[src/rtl/cpu_pkg.sv]
// Shared CPU definitions: fetch FSM encoding and instruction field widths,
// used by the fetch unit and by the downstream execute stage.
package cpu_pkg;

  localparam int INSTR_W  = 32;
  localparam int OPCODE_W = 6;
  localparam int REG_W    = 5;
  localparam int IMM_W    = 16;

  typedef logic [INSTR_W-1:0] instr_t;

  typedef enum logic [1:0] {
    IDLE = 2'd0,
    RUN  = 2'd1,
    DONE = 2'd2
  } fetch_state_t;

  // Field extraction helpers for the classic 6/5/5/16 instruction layout.
  function automatic logic [OPCODE_W-1:0] opcode_of(input instr_t instr);
    return instr[INSTR_W-1 -: OPCODE_W];
  endfunction

  function automatic logic [IMM_W-1:0] imm_of(input instr_t instr);
    return instr[IMM_W-1:0];
  endfunction

endpackage

[src/rtl/instr_fetch_mem.sv]
// Instruction store: DEPTH x 32-bit register array with a synchronous write
// port and a combinational read port.
module instr_mem
  import cpu_pkg::*;
#(
  parameter int DEPTH = 8,
  parameter int AW    = 3
) (
  input  logic          clk,
  input  logic          we,
  input  logic [AW-1:0] wr_addr,
  input  instr_t        wr_data,
  input  logic [AW-1:0] rd_addr,
  output instr_t        rd_data
);

  instr_t mem [DEPTH];

  // Write the addressed word when enabled.
  // NOTE: the array has no reset; a program loaded once survives any number of resets.
  always_ff @(posedge clk) begin
    if (we) begin
      mem[wr_addr] <= wr_data;
    end
  end

  assign rd_data = mem[rd_addr];

endmodule

[src/rtl/instr_fetch.sv]
// Instruction fetch unit: holds a small loaded program and issues it one word
// at a time over a valid/ready handshake to the execute stage.
module instr_fetch
  import cpu_pkg::*;
#(
  parameter int DEPTH = 8,
  parameter int AW    = 3
) (
  input  logic          clk,
  input  logic          rst_n,
  input  logic          ld_en,
  input  logic [AW-1:0] ld_addr,
  input  logic [31:0]   ld_data,
  input  logic [AW:0]   prog_len,
  input  logic          start,
  input  logic          flush,
  output logic          out_valid,
  input  logic          out_ready,
  output logic [31:0]   out_instr,
  output logic [AW-1:0] out_pc,
  output logic          done
);

  localparam logic [AW:0]   LEN_ONE   = (AW+1)'(1);
  localparam logic [AW:0]   LEN_DEPTH = (AW+1)'(DEPTH);
  localparam logic [AW-1:0] PC_ONE    = AW'(1);

  fetch_state_t  state_q, state_d;
  logic [AW:0]   len_q, len_d;
  logic          valid_d, done_d;
  instr_t        instr_d;
  logic [AW-1:0] pc_d, pc_inc, rd_addr;
  instr_t        rd_data;
  logic          mem_we, start_ok, last_word;

  // Loads only while no program is being issued and no start is competing.
  assign mem_we    = ld_en && !start && (state_q != RUN);
  assign start_ok  = start && (prog_len != '0) && (prog_len <= LEN_DEPTH);
  assign pc_inc    = out_pc + PC_ONE;
  assign last_word = ({1'b0, out_pc} == (len_q - LEN_ONE));
  // Word 0 is presented on start; afterwards the read port looks one ahead.
  assign rd_addr   = (state_q == RUN) ? pc_inc : '0;

  instr_mem #(
    .DEPTH (DEPTH),
    .AW    (AW)
  ) u_mem (
    .clk     (clk),
    .we      (mem_we),
    .wr_addr (ld_addr),
    .wr_data (ld_data),
    .rd_addr (rd_addr),
    .rd_data (rd_data)
  );

  // Next-state and next-output decode.
  // NOTE: every signal gets its hold value first so no path leaves it unassigned (no latch).
  always_comb begin
    state_d = state_q;
    len_d   = len_q;
    valid_d = out_valid;
    instr_d = out_instr;
    pc_d    = out_pc;
    done_d  = done;
    unique case (state_q)
      IDLE, DONE: begin
        if (start_ok) begin
          len_d   = prog_len;
          pc_d    = '0;
          instr_d = rd_data;
          valid_d = 1'b1;
          done_d  = 1'b0;
          state_d = RUN;
        end
      end
      RUN: begin
        if (flush) begin
          valid_d = 1'b0;
          done_d  = 1'b0;
          state_d = IDLE;
        end else if (out_valid && out_ready) begin
          if (last_word) begin
            valid_d = 1'b0;
            done_d  = 1'b1;
            state_d = DONE;
          end else begin
            pc_d    = pc_inc;
            instr_d = rd_data;
          end
        end
      end
      default: begin
        valid_d = 1'b0;
        state_d = IDLE;
      end
    endcase
  end

  // State and output registers with synchronous active-low reset.
  // NOTE: non-blocking assignments so every register samples pre-edge values.
  always_ff @(posedge clk) begin
    if (!rst_n) begin
      state_q   <= IDLE;
      len_q     <= '0;
      out_valid <= 1'b0;
      out_instr <= '0;
      out_pc    <= '0;
      done      <= 1'b0;
    end else begin
      state_q   <= state_d;
      len_q     <= len_d;
      out_valid <= valid_d;
      out_instr <= instr_d;
      out_pc    <= pc_d;
      done      <= done_d;
    end
  end

endmodule

[config.mk]
export PLATFORM = sky130hd
export DESIGN_NAME = instr_fetch
export DESIGN_NICKNAME = d
export VERILOG_FILES = /design/src/rtl/cpu_pkg.sv /design/src/rtl/instr_fetch_mem.sv /design/src/rtl/instr_fetch.sv
export SDC_FILE = /design/constraint.sdc
export NUM_CORES = 1
export LEC_CHECK = 0
export ABC_AREA = 1
export CAP_MARGIN = 10
export CORE_MARGIN = 2
export CORE_UTILIZATION = 50
export CTS_CLUSTER_SIZE = 16
export DETAILED_ROUTE_END_ITERATION = 10
export PLACE_DENSITY = 0.69
export SLEW_MARGIN = 0
export SYNTH_ARGS = -nofsm -noshare
export SYNTH_HDL_FRONTEND = slang
export SYNTH_SLANG_ARGS = --single-unit
[constraint.sdc]
create_clock -name clk -period 4 [get_ports clk]
set_input_delay 0.8 -clock clk [delete_from_list [all_inputs] [get_ports clk]]
set_output_delay 0.8 -clock clk [all_outputs]
set_load 0.005 [all_outputs]
==> summary.txt <==
Min path
  • Hold WC Path Type: reg2reg
  • Hold endpoint: done$_SDFFE_PN0P_
  • Hold Path Stages: 2
  • Hold Crit Start: done$_SDFFE_PN0P_

Timing
  • Fmax: 389.9 MHz
  • Final Hold Vio Count: 0
  • Final setup TNS: 0 ps
  • Slew HR: between 30 and 40%
  • Clk_skew: roughly 16 ps
  • Measured slew at the worst slew-check pin: ~1000 ps
  • Fin crit share: around 64%
  • Max Transition Viols Final: 0
  • Min cycle time layout: around 2600 ps
  • Setup violations, final: 0
  • RSZ-0062 raised after global routing: false

Setup path
  • Crit Path Category: reg2reg
  • CP max stage delay: 540 ps
  • Crit-path most repeated cell: nand2_1
  • Flop-to-flop setup slack: between 1000 and 1500 ps
  • Worst r2r dst: out_instr[10]$_SDFFE_PN0P_
  • Req. time, crit path: 4470 ps
  • CP max-delay cell: nand3_4
  • Launch point of the worst reg-to-reg path: out_pc[0]$_SDFFE_PN0P_
  • CP Max Fanout: between 80 and 90
  • Crit-path cells: inv_1 > nand3_4 > buf_12 > nand2_1 > nand3_1 > nand2_1 > nand2_1 > nand2_1 > nand2_1 > a21oi_1
  • WP data arrival: about 3000 ps
  • Worst path buffer plus inverter count: 2
  • Reg2reg path depth: 10
  • Crit path max-delay family: simple AND/OR/NAND/NOR gates
  • CP endpoint kind: register
  • CP Launch Type: register

Clocking
  • H-Tree Depth: 1
  • CTS tree: built
  • Total CTS buffers: 31
  • Clock sink total: 299
  • Post-CTS sizing: 0
  • Setup bufs post-CTS: 0
  • Hold Buf Count CTS: 0
  • Root buf cell: clkbuf_16
  • Max clock buf depth: 3
  • Clock Latency Late Sink: 560 ps
  • Clock slew at reported path FFs: 60 ps

Synthesis
  • Syn_nets: approximately 1300
  • Post-Syn Area: 12560 um2
  • #FFs+latches synth: 299
  • Synth cell types: 25
  • Syn Inst Count: 1232
  • Ys Warns: 0
  • Post-Syn Area per Cell: ~10 um2
  • Post-synthesis sequential area ratio: a little under 70%

Run status
  • Status: complete, no violations

Power and ir drop
  • Leak: roughly 6 nW
  • Maximum vdd drop: around 0.00027 V
  • Pwr per Cell Area: 456.9 nW/um2

Floorplan
  • Core region area: about 25000 um2
  • Rows: 58
  • Die Ht: about 160 um
  • Ports: 82
  • Die area: 26400 um2
  • Initial Util: between 50% and 60%
  • Chip width: about 160 um

Cells and area
  • Fin util: slightly below 60%
  • Layout area overhead: 17.30%
  • Share of layout cells above drive strength 1: around 7.7%
  • Register area: 8548 um2
  • Filler instances: slightly above 2000
  • Layout Nets: ~1300
  • Multi-input combinational cell area: approximately 3300 um2
  • N_diodes: 0
  • Final Instance Area: around 15000 um2

Job
  • Max-cap violations: 0

GRT
  • First-pass GRT wire length: roughly 46000 um
  • GRT Total Usage: 22.33%
  • Total gr overflow: 0
  • Largest net degree at the start of global routing: 84
  • Vias in the first global route: approximately 8500
  • Initial antenna violation count: 0

Route
  • ANT nets after route: 0
  • Via Count: ~8500
  • DR WL/cell: 17.50 um
  • Final wirelength: about 29000 um
  • Vias per inst: slightly above 5
  • Pre-antenna DRT Iters: 4
  • 1st-iter DRT viols: between 600 and 700
  • # DRC: 0

Place
  • Placer Congestion: about 0.76
  • Port Buffer Count: approximately 80
  • Detailed placement HPWL: 16310 um
  • Post-place instance area: around 14000 um2
-- how the worst max path moves through the flow --
stage | start | to | slack, ps | cells past startpoint
final | out_pc[0]$_SDFFE_PN0P_ | out_instr[10]$_SDFFE_PN0P_ | 1440 | 10
after global routing | out_pc[0]$_SDFFE_PN0P_ | out_instr[10]$_SDFFE_PN0P_ | 1270 | 10
after CTS | out_pc[0]$_SDFFE_PN0P_ | out_instr[10]$_SDFFE_PN0P_ | 1460 | 10
after detailed placement | start | u_mem.mem[2][21]$_DFFE_PP_ | 1090 | 7
after global placement | start | u_mem.mem[2][8]$_DFFE_PP_ | 1130 | 7
after floorplan | start | u_mem.mem[0][0]$_DFFE_PP_ | 1100 | 5
-- tightest hold or removal path: stages, from the launching register on --
cell     delay, ps
dfxtp_1        310
inv_1           40
a21oi_1         50
-- through the flow --
step	power [W]	std cells	hold slack, ps	worst slack [ps]
2_1_floorplan	0.003835	1232	441.8	1097
3_3_place_gp	0.004068	1599	434.6	1132
3_5_place_dp	0.004081	1599	435.0	1094
4_1_cts	0.006779	1656	444.1	1458
5_1_grt	0.006967	1656	489.5	1268
6_report	0.006730	1656	444.2	1435
-- power by group --
| group | switching [W] | total, W | internal (W) |
|---|---|---|---|
| logic | 0.000332 | 0.000541 | 0.000209 |
| clock network | 0.00114 | 0.00272 | 0.00158 |
| registers | 0.0000261 | 0.00347 | 0.00345 |
| total | 0.00150 | 0.00673 | 0.00523 |
-- sequential cells by signal, summed over array words and instances, names as in the netlist --
register	count
len_q	4
done	1
u_mem.mem	256
out_pc	3
state_q	2
out_valid	1
out_instr	32
-- metal layers --
metal  GRT usage [%]  vias up  wire [um]
met3           2.648       51       1523
li1                -     4154          -
met4           6.114        0        603
met1           30.43     4069      13030
met2           38.26      265      13830
met5               0        -          0
-- synthesized netlist by cell type --
| cell | instances | area [um2] |
|---|---|---|
| nand3b_1 | 22 | 165.2 |
| edfxtp_1 | 256 | 7687 |
| clkinv_1 | 1 | 3.750 |
| nor2_4 | 1 | 11.26 |
| nand4_1 | 2 | 12.51 |
| o21ai_0 | 5 | 25.02 |
| xnor2_1 | 1 | 8.760 |
| nor2_2 | 2 | 12.51 |
| nand3_2 | 1 | 10.01 |
| inv_2 | 4 | 15.01 |
| buf_1 | 1 | 3.750 |
| nand3_1 | 117 | 585.6 |
| buf_6 | 3 | 33.78 |
| dfxtp_1 | 43 | 860.8 |
| a21oi_1 | 16 | 80.08 |
| nand2_1 | 442 | 1659 |
| buf_4 | 5 | 37.54 |
| inv_1 | 114 | 427.9 |
| ha_1 | 2 | 25.02 |
| or2_2 | 22 | 137.6 |
| o211ai_1 | 17 | 127.6 |
| nand2_2 | 1 | 6.260 |
| nor2_1 | 101 | 379.1 |
| buf_2 | 35 | 175.2 |
| clkbuf_1 | 18 | 67.56 |
-- placed cells by master, fill, tap and decap left out --
master             n
nand2_1          442
edfxtp_1         256
nand3_1          115
inv_1            114
nor2_1            92
clkdlybuf4s50_1   81
dfxtp_1           43
clkbuf_16         32
nand3b_1          22
or2_2             22
o211ai_1          17
a21oi_1           16
buf_4             12
nor2_4            11
clkinv_1           8
clkbuf_1           8
buf_12             6
o21ai_0            5
inv_2              4
clkinv_2           4
clkbuf_8           3
nand3_2            2
nand4_1            2
ha_1               2
xnor2_1            1
nand2_2            1
nor2_2             1
nand3_4            1
inv_6              1
clkinv_4           1
bufinv_16          1
-- logic make-up (layout without fill, tap and decap cells) --
family          after synthesis  count (layout)  share of synthesized area, %
buf+inv                     181             275                         6.087
xor+xnor                      1               1                       0.06975
compound gates               38              38                         1.853
simple gates                711             711                         23.72
fa+ha+maj                     2               2                        0.1992
flops                       299             299                         68.07
-- area by class of cell --
cell class              instances  area share [%]
multi-input cells             752           22.65
inverters                     119           3.032
clock inverters                14          0.6370
repair buffers                 99           6.931
flip-flops and latches        299           58.03
well taps                     330           2.803
clock buffers                  43           5.920
(Power assumes the default switching activity.)
